===== config.mk =====
export PLATFORM = sky130hd
export DESIGN_NAME = calc1_req_seq
export DESIGN_NICKNAME = d
export VERILOG_FILES = /design/src/rtl/calc1_pkg.sv /design/src/rtl/calc1_op_fifo.sv /design/src/rtl/calc1_req_seq.sv
export SDC_FILE = /design/constraint.sdc
export NUM_CORES = 1
export LEC_CHECK = 0
export ABC_AREA = 1
export CAP_MARGIN = 40
export CORE_AREA = 2 2 196 237
export DETAILED_ROUTE_END_ITERATION = 12
export DIE_AREA = 0 0 198 239
export PLACE_DENSITY = 0.54
export SETUP_SLACK_MARGIN = 0.05
export SLEW_MARGIN = 20
export SYNTH_ARGS = -nofsm -noshare
export SYNTH_HDL_FRONTEND = slang
export SYNTH_HIERARCHICAL = 1
export SYNTH_SLANG_ARGS = --single-unit

===== constraint.sdc =====
create_clock -name c_clk -period 5.6 [get_ports c_clk]
set_clock_uncertainty 0.1 [all_clocks]
set_input_delay 1.12 -clock c_clk [delete_from_list [all_inputs] [get_ports c_clk]]
set_output_delay 1.12 -clock c_clk [all_outputs]
set_load 0.05 [all_outputs]

===== src/rtl/calc1_pkg.sv =====
// Shared calc1 definitions: command/response encodings, sequencer states and the
// buffered operation layout.
package calc1_pkg;

   localparam logic [3:0] CMD_NOP = 4'd0;
   localparam logic [3:0] CMD_ADD = 4'd1;
   localparam logic [3:0] CMD_SUB = 4'd2;
   localparam logic [3:0] CMD_SHL = 4'd5;
   localparam logic [3:0] CMD_SHR = 4'd6;

   localparam logic [1:0] RSP_NONE = 2'd0;
   localparam logic [1:0] RSP_OK   = 2'd1;
   localparam logic [1:0] RSP_OVF  = 2'd2;
   localparam logic [1:0] RSP_INV  = 2'd3;

   localparam int OP_W = 68;

   typedef enum logic [2:0] {IDLE, ISSUE1, ISSUE2, WAIT, DONE} seq_state_t;

   typedef struct packed {
      logic [3:0]  cmd;
      logic [31:0] data1;
      logic [31:0] data2;
   } op_t;

endpackage


===== src/rtl/calc1_op_fifo.sv =====
// Operation FIFO: DEPTH entries, wrap-bit pointers, full/empty from pointer compare.
module calc1_op_fifo #(
   parameter int DEPTH = 4,
   parameter int WIDTH = 68
) (
   input  logic             c_clk,
   input  logic             reset,
   input  logic             push,
   input  logic             pop,
   input  logic [WIDTH-1:0] wr_data,
   output logic [WIDTH-1:0] rd_data,
   output logic             full,
   output logic             empty
);

   localparam int AW = (DEPTH > 1) ? $clog2(DEPTH) : 1;
   localparam logic [AW:0] PTR_ONE = 1;

   logic [AW:0]      wr_ptr_q, wr_ptr_d;
   logic [AW:0]      rd_ptr_q, rd_ptr_d;
   logic [WIDTH-1:0] mem_q [DEPTH];
   logic             do_push, do_pop;

   assign empty   = (wr_ptr_q == rd_ptr_q);
   assign full    = (wr_ptr_q[AW] != rd_ptr_q[AW]) && (wr_ptr_q[AW-1:0] == rd_ptr_q[AW-1:0]);
   assign do_push = push && !full;
   assign do_pop  = pop && !empty;
   assign rd_data = mem_q[rd_ptr_q[AW-1:0]];

   always_comb begin
      wr_ptr_d = wr_ptr_q;
      rd_ptr_d = rd_ptr_q;
      if (do_push) wr_ptr_d = wr_ptr_q + PTR_ONE;
      if (do_pop)  rd_ptr_d = rd_ptr_q + PTR_ONE;
   end

   // NOTE: state flops use non-blocking assignments so every flop samples pre-edge values.
   always_ff @(posedge c_clk or posedge reset) begin
      if (reset) begin
         wr_ptr_q <= '0;
         rd_ptr_q <= '0;
      end else begin
         wr_ptr_q <= wr_ptr_d;
         rd_ptr_q <= rd_ptr_d;
      end
   end

   // NOTE: storage is not reset; only the pointers define which entries are valid.
   always_ff @(posedge c_clk) begin
      if (do_push) mem_q[wr_ptr_q[AW-1:0]] <= wr_data;
   end

endmodule


===== src/rtl/calc1_req_seq.sv =====
// Request sequencer for one calc1 port: buffers operations, issues them with the
// two-cycle protocol, waits for the response (or timeout) and offers it upstream.
module calc1_req_seq
   import calc1_pkg::*;
#(
   parameter int DEPTH   = 4,
   parameter int TIMEOUT = 63
) (
   input  logic        c_clk,
   input  logic        reset,
   input  logic        op_valid,
   output logic        op_ready,
   input  logic [3:0]  op_cmd,
   input  logic [31:0] op_data1,
   input  logic [31:0] op_data2,
   output logic [3:0]  req_cmd_out,
   output logic [31:0] req_data_out,
   input  logic [1:0]  port_resp,
   input  logic [31:0] port_data,
   output logic        rsp_valid,
   input  logic        rsp_ready,
   output logic [1:0]  rsp_resp,
   output logic [31:0] rsp_data,
   output logic [3:0]  rsp_cmd,
   output logic        rsp_timeout,
   output logic        proto_err
);

   localparam logic [7:0] TIMEOUT_C = 8'(TIMEOUT);

   seq_state_t  state_q, state_d;
   op_t         op_q, op_d, fifo_wr, fifo_rd;
   logic        fifo_full, fifo_empty, fifo_pop;
   logic [7:0]  cnt_q, cnt_d;
   logic [1:0]  rsp_resp_q, rsp_resp_d;
   logic [31:0] rsp_data_q, rsp_data_d;
   logic [3:0]  rsp_cmd_q, rsp_cmd_d;
   logic        rsp_timeout_q, rsp_timeout_d;
   logic        proto_err_q, proto_err_d;

   assign fifo_wr = {op_cmd, op_data1, op_data2};

   calc1_op_fifo #(.DEPTH(DEPTH), .WIDTH(OP_W)) u_fifo (
      .c_clk   (c_clk),
      .reset   (reset),
      .push    (op_valid),
      .pop     (fifo_pop),
      .wr_data (fifo_wr),
      .rd_data (fifo_rd),
      .full    (fifo_full),
      .empty   (fifo_empty)
   );

   assign op_ready    = !fifo_full;
   assign rsp_valid   = (state_q == DONE);
   assign rsp_resp    = rsp_resp_q;
   assign rsp_data    = rsp_data_q;
   assign rsp_cmd     = rsp_cmd_q;
   assign rsp_timeout = rsp_timeout_q;
   assign proto_err   = proto_err_q;

   // NOTE: every output of this block gets a default first, so no path infers a latch.
   always_comb begin
      state_d       = state_q;
      op_d          = op_q;
      cnt_d         = cnt_q;
      rsp_resp_d    = rsp_resp_q;
      rsp_data_d    = rsp_data_q;
      rsp_cmd_d     = rsp_cmd_q;
      rsp_timeout_d = rsp_timeout_q;
      fifo_pop      = 1'b0;
      req_cmd_out   = '0;
      req_data_out  = '0;
      // Any response strobe outside WAIT means calc1 and this sequencer disagree.
      proto_err_d   = proto_err_q || ((port_resp != RSP_NONE) && (state_q != WAIT));
      case (state_q)
         IDLE: begin
            if (!fifo_empty) begin
               fifo_pop = 1'b1;
               op_d     = fifo_rd;
               state_d  = ISSUE1;
            end
         end
         ISSUE1: begin
            req_cmd_out  = op_q.cmd;
            req_data_out = op_q.data1;
            state_d      = ISSUE2;
         end
         ISSUE2: begin
            req_data_out = op_q.data2;
            cnt_d        = '0;
            state_d      = WAIT;
         end
         WAIT: begin
            // A response arriving on the timeout cycle still counts as a real response.
            if (port_resp != RSP_NONE) begin
               rsp_resp_d    = port_resp;
               rsp_data_d    = port_data;
               rsp_cmd_d     = op_q.cmd;
               rsp_timeout_d = 1'b0;
               state_d       = DONE;
            end else if (cnt_q == TIMEOUT_C) begin
               rsp_resp_d    = RSP_NONE;
               rsp_data_d    = '0;
               rsp_cmd_d     = op_q.cmd;
               rsp_timeout_d = 1'b1;
               state_d       = DONE;
            end else begin
               cnt_d = cnt_q + 8'd1;
            end
         end
         DONE: begin
            if (rsp_ready) state_d = IDLE;
         end
         default: state_d = IDLE;
      endcase
   end

   always_ff @(posedge c_clk or posedge reset) begin
      if (reset) begin
         state_q       <= IDLE;
         op_q          <= '0;
         cnt_q         <= '0;
         rsp_resp_q    <= '0;
         rsp_data_q    <= '0;
         rsp_cmd_q     <= '0;
         rsp_timeout_q <= 1'b0;
         proto_err_q   <= 1'b0;
      end else begin
         state_q       <= state_d;
         op_q          <= op_d;
         cnt_q         <= cnt_d;
         rsp_resp_q    <= rsp_resp_d;
         rsp_data_q    <= rsp_data_d;
         rsp_cmd_q     <= rsp_cmd_d;
         rsp_timeout_q <= rsp_timeout_d;
         proto_err_q   <= proto_err_d;
      end
   end

endmodule


==> results of run 1 <==
worst max-delay path, delay by kind of cell, from the launching register on:
family / cells / cell delay [ns]
buf+inv: 2 / 1.16
simple gates: 2 / 1.07
flops: 1 / 0.43
compound gates: 1 / 0.20
metal layers:
| layer | global-route usage | vias to the layer above |
|---|---|---|
| met3 | 0.03908 | 62 |
| met1 | 0.2213 | 5009 |
| met4 | 0.05172 | 10 |
| met5 | 0 | - |
| li1 | - | 4934 |
| met2 | 0.2807 | 237 |
layout make-up:
class | instances | area (um^2)
clock buffers | 61 | 1215
flip-flops and latches | 397 | 11300
well taps | 616 | 770.7
multi-input cells | 757 | 3523
diodes | 1 | 2.502
repair buffers | 206 | 2137
fillers | 4235 | 25870
clock inverters | 16 | 128.9
inverters | 92 | 350.3
power by group through the flow:
| stage | Combinational [mW] | Sequential (mW) | Clock, mW |
|---|---|---|---|
| 4_1_cts | 4.70 | 4.35 | 2.79 |
| 5_1_grt | 5.06 | 4.43 | 2.91 |
| 6_report | 4.63 | 4.35 | 2.70 |
| 3_3_place_gp | 4.57 | 4.39 | 0 |
| 3_5_place_dp | 4.68 | 4.41 | 0 |
| 2_1_floorplan | 2.78 | 4.79 | 0 |
state kept, by name, indices dropped and copies added, names as in the netlist:
register,cells
u_fifo/mem_q,272
op_q,68
rsp_data,32
cnt_q,8
rsp_cmd,4
state_q,3
u_fifo/rd_ptr_q,3
u_fifo/wr_ptr_q,3
rsp_resp,2
proto_err,1
rsp_timeout,1
synth_stat cells, drive strengths merged (2+ instances only):
| library cell | number |
|---|---|
| buf | 55 |
| clkbuf | 20 |
| dfrtp | 125 |
| edfxtp | 272 |
| ha | 6 |
| inv | 92 |
| nand2 | 251 |
| nand3 | 32 |
| nor2 | 153 |
| o21ai | 215 |
| o21bai | 2 |
| o22ai | 92 |
worst max path at each step:
stage	slack, ns	cells after the start	to
after floorplan	0.97	2	u_fifo/mem_q[0][0]
after global placement	1.47	4	req_data_out[13]
after detailed placement	1.58	5	req_data_out[16]
after CTS	0.97	5	req_data_out[16]
after global routing	0.75	5	req_data_out[16]
final	0.97	5	req_data_out[9]
kinds of logic after synthesis:
family,synth area share
flops,0.7226
compound gates,0.1072
buf+inv,0.05379
xor+xnor,0.001601
fa+ha+maj,0.004802
simple gates,0.1101
metrics by stage:
| stage | area [um^2] | total power [mW] |
|---|---|---|
| floorplan | 15630 | 7.575 |
| global placement | 17910 | 8.959 |
| detailed placement | 18030 | 9.087 |
| CTS | 19370 | 11.83 |
| global route | 19430 | 12.39 |
| finish | 19430 | 11.68 |
==> results.json, run 1 <==
{
  "r2r_start": "u_fifo/rd_ptr_q[0]",
  "coreArea_um2": 45300,
  "hp-start": "rsp_data[14]",
  "setup_viol": 0,
  "cp-start-kind": "flip-flop",
  "synth_seq_area_share": 0.7226,
  "power_leakage_nw": 7.344,
  "dr.first_iter.drc_count": 526,
  "crit_path_start": "state_q[2]",
  "initial_core_util": 0.3451,
  "slowest_delay_ns": 0.84,
  "placedCellCount": 2066,
  "layout-drive-gt1-share": 0.06671,
  "async_reset_ff_frac": 0.3149,
  "ios": 184,
  "place.gp.congestion": 0.7446,
  "firstDrtPassIters": 4,
  "ys_types": 29,
  "powerDensity_nw_per_um2": 601.1,
  "postCtsHoldBufs": 0,
  "routed-wl-met2_um": 19290,
  "intPower_mw": 6.998,
  "rsz0062_at_grt": "false",
  "hpwl_um": 25360,
  "outcome": "complete, no violations",
  "numPortBuffers": 183,
  "whs_ns": 0.3689,
  "routedWlPerCell_um": 18.62,
  "syn_avg_cell_area_um2": 11.83,
  "synthCells": 1321,
  "cts_buffers": 42,
  "first_global_vias": 9937,
  "worstHoldEndpoint": "rsp_data[14]",
  "finalCritPeriodShare": 0.8266,
  "cts-resized-gates": 0,
  "die_w_um": 198,
  "ff2ff_path_depth": 8,
  "dr.max_layer_used": "met5",
  "layout_common_cells": "272 x edfxtp_1, 249 x nand2_1, 183 x clkdlybuf4s50_1, 148 x nor2_1, 123 x dfrtp_1",
  "synth.largest_area_cell": "edfxtp_1",
  "finalHoldViolations": 0,
  "finalMaxSlewViolations": 0,
  "ir_drop_v": 0.0003793,
  "grt_overflow_total": 0,
  "nets": 1608,
  "cp.required_ns": 4.38,
  "dr_total_vias": 10252,
  "synth_edf_count": 272,
  "remaining_drc_errors": 0,
  "path_cells": "nor2_1 > nand2_1 > buf_8 > o22ai_1 > clkdlybuf4s50_1",
  "dieArea_um2": 47320,
  "root_buffer": "clkbuf_16",
  "syn2layout_area_growth_pct": 24.28,
  "wl_um": 39950,
  "clock-sinks": 397,
  "setup_slack_ns": 0.9712,
  "layout_min_cycle_time_ns": 4.629,
  "max-cap-violations": 0,
  "switching_share": 0.4008,
  "antenna_found_initial": 6,
  "worst_hold_path.num_cells": 2,
  "worst-setup-path-type": "flip-flop to primary output",
  "r2r_slack_ns": 2.61,
  "clockBufferDepth": 3,
  "grt_max_degree": 105,
  "cp.arrival_ns": 3.41,
  "ant_nets": 0,
  "end_kind": "primary output",
  "syn_area_um2": 15630,
  "worst_slew_pin_slew_ns": 0.8595,
  "yosysWarnings": 6,
  "die_h_um": 239,
  "synthFlopType": "edfxtp_1",
  "drt-met1-wl_um": 17520,
  "power_frac_seq": 0.372,
  "fin_util": 0.4289,
  "final_common_cell": "edfxtp_1",
  "cts_tree": "done",
  "track_usage": 0.1695,
  "slowest_stage": "clkdlybuf4s50_1",
  "ys_top_cells_by_area": "edfxtp_1 52%, dfrtp_1 20%, nand2_1 6.0%",
  "fmax_ghz": 0.2160,
  "grt_pass1_wl_um": 60540,
  "clock_latency_ns": 0.55,
  "synth_fp_nets": 1433,
  "p_comb_frac": 0.396,
  "pre_cts_slack_ns": 1.579,
  "ys_ff_latch": 397,
  "synth_top_area_share": 0.5225,
  "postCtsSetupRepairBufs": 0,
  "critPathMaxFanout": 14,
  "relSlewSlack": 0.4270,
  "cts.clk_slew.worst_paths_ns": 0.06,
  "hp-class": "flip-flop to flip-flop",
  "htreeDepth": 2,
  "clock_power_share": 0.232,
  "viasPerCell": 4.777,
  "fin_cells": 2146,
  "timing.rr.end": "op_q[26]",
  "dr_wl_met3_um": 2270,
  "p_sw_mw": 4.681,
  "fp-row-count": 86,
  "tns_ns": 0
}
(Power assumes the default switching activity.)
==> inputs of run 2 (changes only) <==
clock period = 4.7 ns   (was 5.6 ns; I/O delays follow)
==> results.json, run 2 (synthesis results as in run 1) <==
{
  "cts-resized-gates": 0,
  "rsz0062_at_grt": "false",
  "ir_drop_v": 0.0004834,
  "dr.first_iter.drc_count": 537,
  "outcome": "complete, no violations",
  "dieArea_um2": 47320,
  "finalMaxSlewViolations": 0,
  "whs_ns": 0.3684,
  "first_global_vias": 10137,
  "place.gp.congestion": 0.7670,
  "clockBufferDepth": 3,
  "placedCellCount": 2065,
  "coreArea_um2": 45300,
  "worst-setup-path-type": "flip-flop to primary output",
  "finalHoldViolations": 0,
  "fin_cells": 2149,
  "cp-start-kind": "flip-flop",
  "fmax_ghz": 0.2257,
  "wl_um": 40260,
  "cts.clk_slew.worst_paths_ns": 0.06,
  "ff2ff_path_depth": 7,
  "timing.rr.end": "op_q[27]",
  "relSlewSlack": 0.4626,
  "critPathMaxFanout": 14,
  "power_leakage_nw": 7.333,
  "cp.arrival_ns": 3.39,
  "layout-drive-gt1-share": 0.06606,
  "postCtsSetupRepairBufs": 0,
  "r2r_start": "state_q[2]",
  "track_usage": 0.1725,
  "cp.required_ns": 3.66,
  "clock-sinks": 397,
  "tns_ns": 0,
  "htreeDepth": 2,
  "end_kind": "primary output",
  "worstHoldEndpoint": "rsp_data[23]",
  "initial_core_util": 0.3451,
  "hp-class": "flip-flop to flip-flop",
  "setup_viol": 0,
  "ant_nets": 0,
  "r2r_slack_ns": 1.97,
  "grt_overflow_total": 0,
  "powerDensity_nw_per_um2": 719.7,
  "syn2layout_area_growth_pct": 24.40,
  "cts_buffers": 43,
  "postCtsHoldBufs": 0,
  "numPortBuffers": 183,
  "finalCritPeriodShare": 0.9427,
  "nets": 1608,
  "dr_total_vias": 10355,
  "antenna_found_initial": 8,
  "viasPerCell": 4.819,
  "grt_max_degree": 113,
  "worst_slew_pin_slew_ns": 0.8062,
  "routedWlPerCell_um": 18.74,
  "die_h_um": 239,
  "die_w_um": 198,
  "layout_min_cycle_time_ns": 4.431,
  "worst_hold_path.num_cells": 2,
  "clock_latency_ns": 0.56,
  "cts_tree": "done",
  "remaining_drc_errors": 0,
  "hpwl_um": 24900,
  "fp-row-count": 86,
  "max-cap-violations": 0,
  "ios": 184,
  "firstDrtPassIters": 5,
  "largest_reg_flops": 272,
  "grt_pass1_wl_um": 61550,
  "fill_cells": 4224,
  "root_buffer": "clkbuf_16",
  "final_common_cell": "edfxtp_1",
  "hp-start": "rsp_data[23]",
  "layout_common_cells": "272 x edfxtp_1, 249 x nand2_1, 183 x clkdlybuf4s50_1, 148 x nor2_1, 123 x dfrtp_1"
}
==> run 2: cell count changes in the layout (fill, tap and decap cells not counted), sizes merged <==
cell / delta
clkinvlp: +1
clkinv: -4
buf: -1
clkbuf: +2
diode: +3
bufinv: +2
==> run 2: layout make-up <==
class	instances	area (um^2)	share of cell area
Sequential cell	397	11300	0.5811
Multi-Input combinational cell	757	3523	0.1812
Timing Repair Buffer	205	2120	0.1090
Clock buffer	63	1191	0.06125
Tap cell	616	770.7	0.03963
Inverter	92	350.3	0.01802
Clock inverter	15	180.2	0.009265
Antenna cell	4	10.01	0.0005147
==> run 2: critical path, stage by stage, from the launching register on <==
cell	delay, ns
dfrtp_1	0.43
nor2_1	0.52
nand2_1	0.55
buf_8	0.32
o22ai_1	0.18
clkdlybuf4s50_1	0.84
==> run 2: worst max-delay path by stage <==
stage / startpoint / endpoint / slack (ns) / cells past startpoint
6_report: state_q[2] / req_data_out[16] / 0.27 / 5
5_1_grt: state_q[2] / req_data_out[17] / 0.08 / 5
4_1_cts: state_q[2] / req_data_out[16] / 0.25 / 5
3_5_place_dp: state_q[2] / req_data_out[16] / 0.86 / 5
3_3_place_gp: state_q[2] / req_data_out[12] / 0.76 / 4
2_1_floorplan: op_valid / u_fifo/mem_q[0][0] / 0.25 / 2
==> run 2: through the flow <==
step / power [mW] / instance area (um^2) / worst slack [ns] / util
floorplan: 9.026 / 15630 / 0.2475 / -
global route: 14.85 / 19440 / 0.07640 / 0.4290
detailed placement: 10.82 / 18020 / 0.8639 / 0.3977
finish: 14.00 / 19450 / 0.2694 / 0.4293
CTS: 14.15 / 19390 / 0.2506 / 0.4280
global placement: 10.69 / 17950 / 0.7631 / 0.3963
==> run 2: power by group <==
group          internal [mW]  switching [mW]  total (mW)  leakage, nW
Clock                   1.98            1.30        3.28        0.663
Combinational           1.64            3.96        5.60         2.62
Sequential              4.80           0.320        5.12         4.05
==> run 2: routing by layer <==
| metal | vias up | track usage | routed length (um) |
|---|---|---|---|
| met5 | - | 0 | 53 |
| met4 | 8 | 0.05423 | 820 |
| met1 | 5070 | 0.2186 | 17180 |
| met3 | 58 | 0.04359 | 2703 |
| met2 | 272 | 0.2898 | 19510 |
| li1 | 4947 | - | - |
